[config.mk]
export PLATFORM = sky130hd
export DESIGN_NAME = regfile_sb_flat
export DESIGN_NICKNAME = d
export VERILOG_FILES = /design/src/rtl/regfile_sb_if.sv /design/src/rtl/regfile_sb.sv /design/src/flat_wrapper.sv
export SDC_FILE = /design/constraint.sdc
export NUM_CORES = 2
export LEC_CHECK = 0
export BUFFER_PORTS_ARGS = -buffer_cell sky130_fd_sc_hd__buf_2
export CAP_MARGIN = 20
export CORE_MARGIN = 2
export CORE_UTILIZATION = 65
export CTS_BUF_LIST = sky130_fd_sc_hd__clkbuf_8 sky130_fd_sc_hd__clkbuf_16
export DETAILED_ROUTE_END_ITERATION = 12
export PLACE_DENSITY = 0.85
export SLEW_MARGIN = 20
export SYNTH_ARGS = -nofsm -noshare
export SYNTH_HDL_FRONTEND = slang
export SYNTH_SLANG_ARGS = --single-unit
[constraint.sdc]
create_clock -name clk -period 111.2 [get_ports clk]
set_input_delay 16.68 -clock clk [delete_from_list [all_inputs] [get_ports clk]]
set_output_delay 16.68 -clock clk [all_outputs]
set_load 0.02 [all_outputs]
[src/rtl/regfile_sb_if.sv]
// Register-file bus: ID read/issue ports plus WB commit port, and the hazard
// outputs the register file returns to ID.
interface regfile_sb_if #(
    parameter int DATA_W = 32,
    parameter int ADDR_W = 5,
    parameter int NUM_RD = 2
);
    logic [NUM_RD-1:0]        rd_en;
    logic [NUM_RD*ADDR_W-1:0] rd_addr;
    logic [NUM_RD*DATA_W-1:0] rd_data;
    logic [NUM_RD-1:0]        rd_busy;
    logic                     iss_en;
    logic [ADDR_W-1:0]        iss_addr;
    logic                     wb_en;
    logic [ADDR_W-1:0]        wb_addr;
    logic [DATA_W-1:0]        wb_data;
    logic                     flush;
    logic                     stall;
    logic                     sb_err;

    modport master (
        output rd_en, rd_addr, iss_en, iss_addr, wb_en, wb_addr, wb_data, flush,
        input  rd_data, rd_busy, stall, sb_err
    );

    modport slave (
        input  rd_en, rd_addr, iss_en, iss_addr, wb_en, wb_addr, wb_data, flush,
        output rd_data, rd_busy, stall, sb_err
    );
endinterface

[src/rtl/regfile_sb.sv]
// Register file with WB->ID bypass and per-register in-flight write counters
// that raise RAW hazards and a stall request directly from the file.
module regfile_sb #(
    parameter int DATA_W       = 32,
    parameter int NUM_REGS     = 32,
    parameter int ADDR_W       = 5,
    parameter int NUM_RD       = 2,
    parameter int MAX_INFLIGHT = 3
) (
    input logic         clk,
    input logic         rst,
    regfile_sb_if.slave bus
);
    localparam int CNT_W = $clog2(MAX_INFLIGHT + 1);
    localparam logic [CNT_W-1:0] CNT_MAX = CNT_W'(MAX_INFLIGHT);
    localparam logic [CNT_W-1:0] CNT_ONE = CNT_W'(1);

    logic [NUM_REGS-1:0][DATA_W-1:0] regs_q;
    logic [NUM_REGS-1:0][CNT_W-1:0]  pend_q, pend_d;
    logic                            sb_err_q, sb_err_d;

    logic                            wb_hit_iss, full, wb_unreserved;
    logic [NUM_RD-1:0][DATA_W-1:0]   rdata;
    logic [NUM_RD-1:0]               rbusy;

    // A commit to the same register this cycle frees a slot for the issue.
    assign wb_hit_iss    = bus.wb_en && (bus.wb_addr == bus.iss_addr);
    assign full          = (pend_q[bus.iss_addr] == CNT_MAX) && !wb_hit_iss;
    assign wb_unreserved = bus.wb_en && (bus.wb_addr != '0) && (pend_q[bus.wb_addr] == '0);

    always_comb begin
        pend_d = pend_q;
        for (int r = 1; r < NUM_REGS; r++) begin
            logic inc, dec;
            inc = bus.iss_en && (bus.iss_addr == ADDR_W'(r)) && !full;
            dec = bus.wb_en  && (bus.wb_addr  == ADDR_W'(r)) && (pend_q[r] != '0);
            case ({inc, dec})
                2'b10:   pend_d[r] = pend_q[r] + CNT_ONE;
                2'b01:   pend_d[r] = pend_q[r] - CNT_ONE;
                default: pend_d[r] = pend_q[r];
            endcase
        end
        pend_d[0] = '0;
        if (bus.flush) pend_d = '0;
    end

    assign sb_err_d = sb_err_q | wb_unreserved;

    always_ff @(posedge clk or posedge rst) begin
        if (rst) begin
            regs_q   <= '0;
            pend_q   <= '0;
            sb_err_q <= 1'b0;
        end else begin
            pend_q   <= pend_d;
            sb_err_q <= sb_err_d;
            if (bus.wb_en && bus.wb_addr != '0) regs_q[bus.wb_addr] <= bus.wb_data;
        end
    end

    for (genvar i = 0; i < NUM_RD; i++) begin : g_rd
        logic [ADDR_W-1:0] a;
        logic              act, byp;
        assign a   = bus.rd_addr[i*ADDR_W +: ADDR_W];
        assign act = !rst && bus.rd_en[i] && (a != '0);
        assign byp = bus.wb_en && (bus.wb_addr == a);
        assign rdata[i] = !act ? '0 : (byp ? bus.wb_data : regs_q[a]);
        // The last outstanding write committing now is covered by the bypass.
        assign rbusy[i] = act && (pend_q[a] != '0) && !(byp && pend_q[a] == CNT_ONE);
    end

    assign bus.rd_data = rdata;
    assign bus.rd_busy = rbusy;
    assign bus.stall   = !rst && ((|rbusy) || (bus.iss_en && bus.iss_addr != '0 && full));
    assign bus.sb_err  = sb_err_q;
endmodule

[src/flat_wrapper.sv]
// flat-port wrapper written by rule: the top's interface ports become plain ports
module regfile_sb_flat 
#(
    parameter int DATA_W       = 32,
    parameter int NUM_REGS     = 32,
    parameter int ADDR_W       = 5,
    parameter int NUM_RD       = 2,
    parameter int MAX_INFLIGHT = 3
)
  (clk, rst, bus_rd_en, bus_rd_addr, bus_iss_en, bus_iss_addr, bus_wb_en, bus_wb_addr, bus_wb_data, bus_flush, bus_rd_data, bus_rd_busy, bus_stall, bus_sb_err);
  regfile_sb_if #(.DATA_W(DATA_W), .ADDR_W(ADDR_W), .NUM_RD(NUM_RD)) bus_i ();
  input logic clk;
  input logic rst;
  input wire logic [$bits(bus_i.rd_en)-1:0] bus_rd_en;
  input wire logic [$bits(bus_i.rd_addr)-1:0] bus_rd_addr;
  input wire logic [$bits(bus_i.iss_en)-1:0] bus_iss_en;
  input wire logic [$bits(bus_i.iss_addr)-1:0] bus_iss_addr;
  input wire logic [$bits(bus_i.wb_en)-1:0] bus_wb_en;
  input wire logic [$bits(bus_i.wb_addr)-1:0] bus_wb_addr;
  input wire logic [$bits(bus_i.wb_data)-1:0] bus_wb_data;
  input wire logic [$bits(bus_i.flush)-1:0] bus_flush;
  output wire logic [$bits(bus_i.rd_data)-1:0] bus_rd_data;
  output wire logic [$bits(bus_i.rd_busy)-1:0] bus_rd_busy;
  output wire logic [$bits(bus_i.stall)-1:0] bus_stall;
  output wire logic [$bits(bus_i.sb_err)-1:0] bus_sb_err;
  assign bus_i.rd_en = bus_rd_en;
  assign bus_i.rd_addr = bus_rd_addr;
  assign bus_i.iss_en = bus_iss_en;
  assign bus_i.iss_addr = bus_iss_addr;
  assign bus_i.wb_en = bus_wb_en;
  assign bus_i.wb_addr = bus_wb_addr;
  assign bus_i.wb_data = bus_wb_data;
  assign bus_i.flush = bus_flush;
  assign bus_rd_data = bus_i.rd_data;
  assign bus_rd_busy = bus_i.rd_busy;
  assign bus_stall = bus_i.stall;
  assign bus_sb_err = bus_i.sb_err;
  regfile_sb #(.DATA_W(DATA_W), .NUM_REGS(NUM_REGS), .ADDR_W(ADDR_W), .NUM_RD(NUM_RD), .MAX_INFLIGHT(MAX_INFLIGHT)) u_core (.clk(clk), .rst(rst), .bus(bus_i));
endmodule
==> results.py <==
metrics = {
    "run_status": {
        "outcome": "finished, final reports clean",
    },
    "detailed_routing": {
        "dr.pass1.iters": 8,
        "drc": 0,
        "first_iter_violations": 7134,
        "ant_nets": 0,
        "avgRoutedWirePerCell_um": 31.42,
        "via_per_inst": 7.460,
        "wl_um": 192300,
        "num_vias": 45657,
    },
    "grt": {
        "busiest_layer": "met2",
        "grt_pass1_wl_um": 288600,
        "grt_pass1_vias": 46497,
        "grt_use_total_pct": 41.13,
        "grt.met3_usage_pct": 16.80,
        "grtUsageMet1_pct": 51.61,
        "grtUsageMet2_pct": 59.84,
        "grt_max_degree": 167,
        "antenna_found_initial": 8,
        "gr-total-overflow": 0,
    },
    "cts": {
        "cts.clk_slew.worst_paths_ps": 60,
        "cts_setup_buffers": 0,
        "cts_hold_buf": 0,
        "cts_buffers": 110,
        "post_cts_resized": 0,
        "cts_root_buf": "clkbuf_16",
        "cts.sinks": 1087,
        "h-tree-depth": 3,
        "cts_tree": "built",
        "clockBufferDepth": 3,
        "clkLatencyLatePin_ps": 730,
    },
    "floorplan": {
        "dieHeight_um": 309.2,
        "initial_core_util_pct": 65.87,
        "io_pins": 127,
        "dieArea_mm2": 0.09563,
        "fp.dieW_um": 309.2,
        "core_area_mm2": 0.09194,
        "rows": 111,
    },
    "pwr": {
        "power_density_mw_per_mm2": 17.69,
        "vdd_ir_drop_max_uv": 12.78,
        "p_leak_nw": 29.78,
    },
    "setup_path": {
        "path_max_fanout": 103,
        "reg2reg_depth": 6,
        "cp_top_family": "buffers and inverters",
        "path_buf_inv": 4,
        "regToRegEndpoint": "u_core.pend_q[60]",
        "crit_required_ps": 94520,
        "setup.worst_path.class": "input port to output port",
        "startpoint_type": "input port",
        "cp_cell_sequence": "buf_8, buf_4, buf_4, mux4_2, mux4_2, mux2i_1, a211oi_1, buf_2",
        "max_stage_delay_ps": 1020,
        "reg2reg_setup_slack_ps": 108420,
        "r2r_start": "u_core.pend_q[46]",
        "critPathSlowestCell": "buf_4",
        "crit_start": "bus_rd_addr[6]",
        "endpoint_kind": "output port",
        "cp.arrival_ps": 21180,
    },
    "sta": {
        "tightest_slew_ps": 1172,
        "min_period_over_period_pct": 34.05,
        "setup_tns_ps": 0,
        "max_freq_ghz": 0.02641,
        "setup_viol": 0,
        "skew_ps": 34.61,
        "slew_headroom_pct": 21.85,
        "grt_setup_unrepaired": "false",
        "layout_min_cycle_time_ps": 37860,
        "finalHoldViolCount": 0,
        "finalMaxSlewViolations": 0,
    },
    "final_layout": {
        "final_core_util_pct": 71.40,
        "finalNonFillerCells": 6120,
        "syn_to_final_growth_pct": 8.383,
        "drive_gt1_share_pct": 34.47,
        "final_area_mm2": 0.06564,
        "fill_cells": 5641,
        "num-nets-final": 4832,
    },
    "synthesis": {
        "syn_inst": 4956,
        "synth-edff-count": 0,
        "yosys.area.top_type_share_pct": 44.91,
        "syn_area_mm2": 0.06056,
        "synthTopCellsByCount": "1521 x nand2_1, 1087 x dfrtp_1, 684 x mux4_2, 516 x mux2_2, 347 x clkbuf_1",
        "syn_nets": 5015,
        "yosysWarnings": 0,
        "synth_area_leader_cell": "dfrtp_1",
        "synth_area_leaders": "dfrtp_1 45%, mux4_2 25%, mux2_2 9.6%",
        "synthArstFlopShare_pct": 100.0,
        "yosys.cell_types.count": 65,
        "avgSynthCellArea_um2": 12.22,
        "synth.most_common_cell": "nand2_1",
        "synth_ff_type": "dfrtp_1",
        "ys_seq_area_share_pct": 44.91,
        "ys_ff_latch": 1087,
    },
    "worst_hold_path": {
        "hold_path_end": "u_core.regs_q[29]",
        "hold_path_depth": 0,
        "min_from": "u_core.regs_q[29]",
        "worstHoldPathType": "flip-flop to flip-flop",
    },
    "place": {
        "port_buffers": 126,
        "placed_area_mm2": 0.06156,
        "dp.cells": 5903,
        "routabilityCongestion": 0.9314,
        "dp_hpwl_um": 104800,
    },
    "job": {
        "max-cap-violations": 0,
    },
}
[per-layer routing]
layer / part of all wire, % / vias to the layer above
li1: - / 17475
met1: 32 / 22753
met2: 44 / 4236
met3: 16 / 1183
met4: 8.0 / 10
met5: 0.029 / -
[where the power goes]
part	internal (mW)	switching, mW
clock network	0.240	0.171
logic	0.127	0.0997
registers	0.465	0.0586
[worst max path at each step]
stage / depth (start not counted) / to / slack, ps
final: 8 / bus_rd_data[59] / 73340
after global routing: 8 / bus_rd_data[49] / 73370
after CTS: 8 / bus_rd_data[49] / 73490
after detailed placement: 8 / bus_rd_data[49] / 73500
after global placement: 8 / bus_rd_data[49] / 73550
after floorplan: 3 / bus_rd_data[32] / 49020
[placed cells by master (no fill, tap or decap), types with 6 or more instances in the layout]
cell type,n
nand2_2,24
buf_4,75
and2_2,12
mux4_2,684
buf_2,117
bufinv_16,18
a21oi_1,43
o21bai_1,30
a31oi_1,13
nand2_1,1493
nor3_1,9
mux2_2,516
clkinv_2,20
and3b_1,6
dfrtp_1,1087
xnor2_1,33
clkinvlp_4,13
buf_6,8
o21ai_0,68
clkbuf_16,113
a2111oi_2,14
nor2b_1,11
diode_2,6
mux2i_1,72
clkbuf_8,19
and2_1,31
nand3_1,22
xor2_1,12
a211oi_1,69
inv_1,22
nor2_1,116
[sequential cells by signal, summed over array words and instances (netlist names)]
register,count
u_core.bus.sb_err,1
u_core.regs_q,1024
u_core.pend_q,62
[area by class of cell]
cell class | count | area [um^2] | area share (%)
multi-input cells | 3360 | 31440 | 47.89
flip-flops and latches | 1087 | 27200 | 41.44
clock buffers | 132 | 3089 | 4.706
well taps | 1243 | 1555 | 2.369
repair buffers | 208 | 1386 | 2.112
clock inverters | 78 | 928.4 | 1.414
inverters | 6 | 30.03 | 0.04575
diodes | 6 | 15.01 | 0.02287
[kinds of logic after synthesis]
logic type,after synthesis,share of synthesized area [%]
buf+inv,509,3.477
mux,1272,36.22
simple gates,1770,11.55
xor+xnor,45,0.6508
compound gates,273,3.186
flops,1087,44.91
[stage by stage]
| step | hold WS (ps) | total power [mW] | setup slack, ps |
|---|---|---|---|
| floorplan | 441.3 | 0.6840 | 49020 |
| global placement | 376.3 | 0.7269 | 73550 |
| detailed placement | 382.6 | 0.7433 | 73500 |
| CTS | 396.7 | 1.152 | 73490 |
| global route | 407.1 | 1.195 | 73370 |
| finish | 395.3 | 1.161 | 73340 |
No activity file was read; power rests on OpenSTA's default activity.
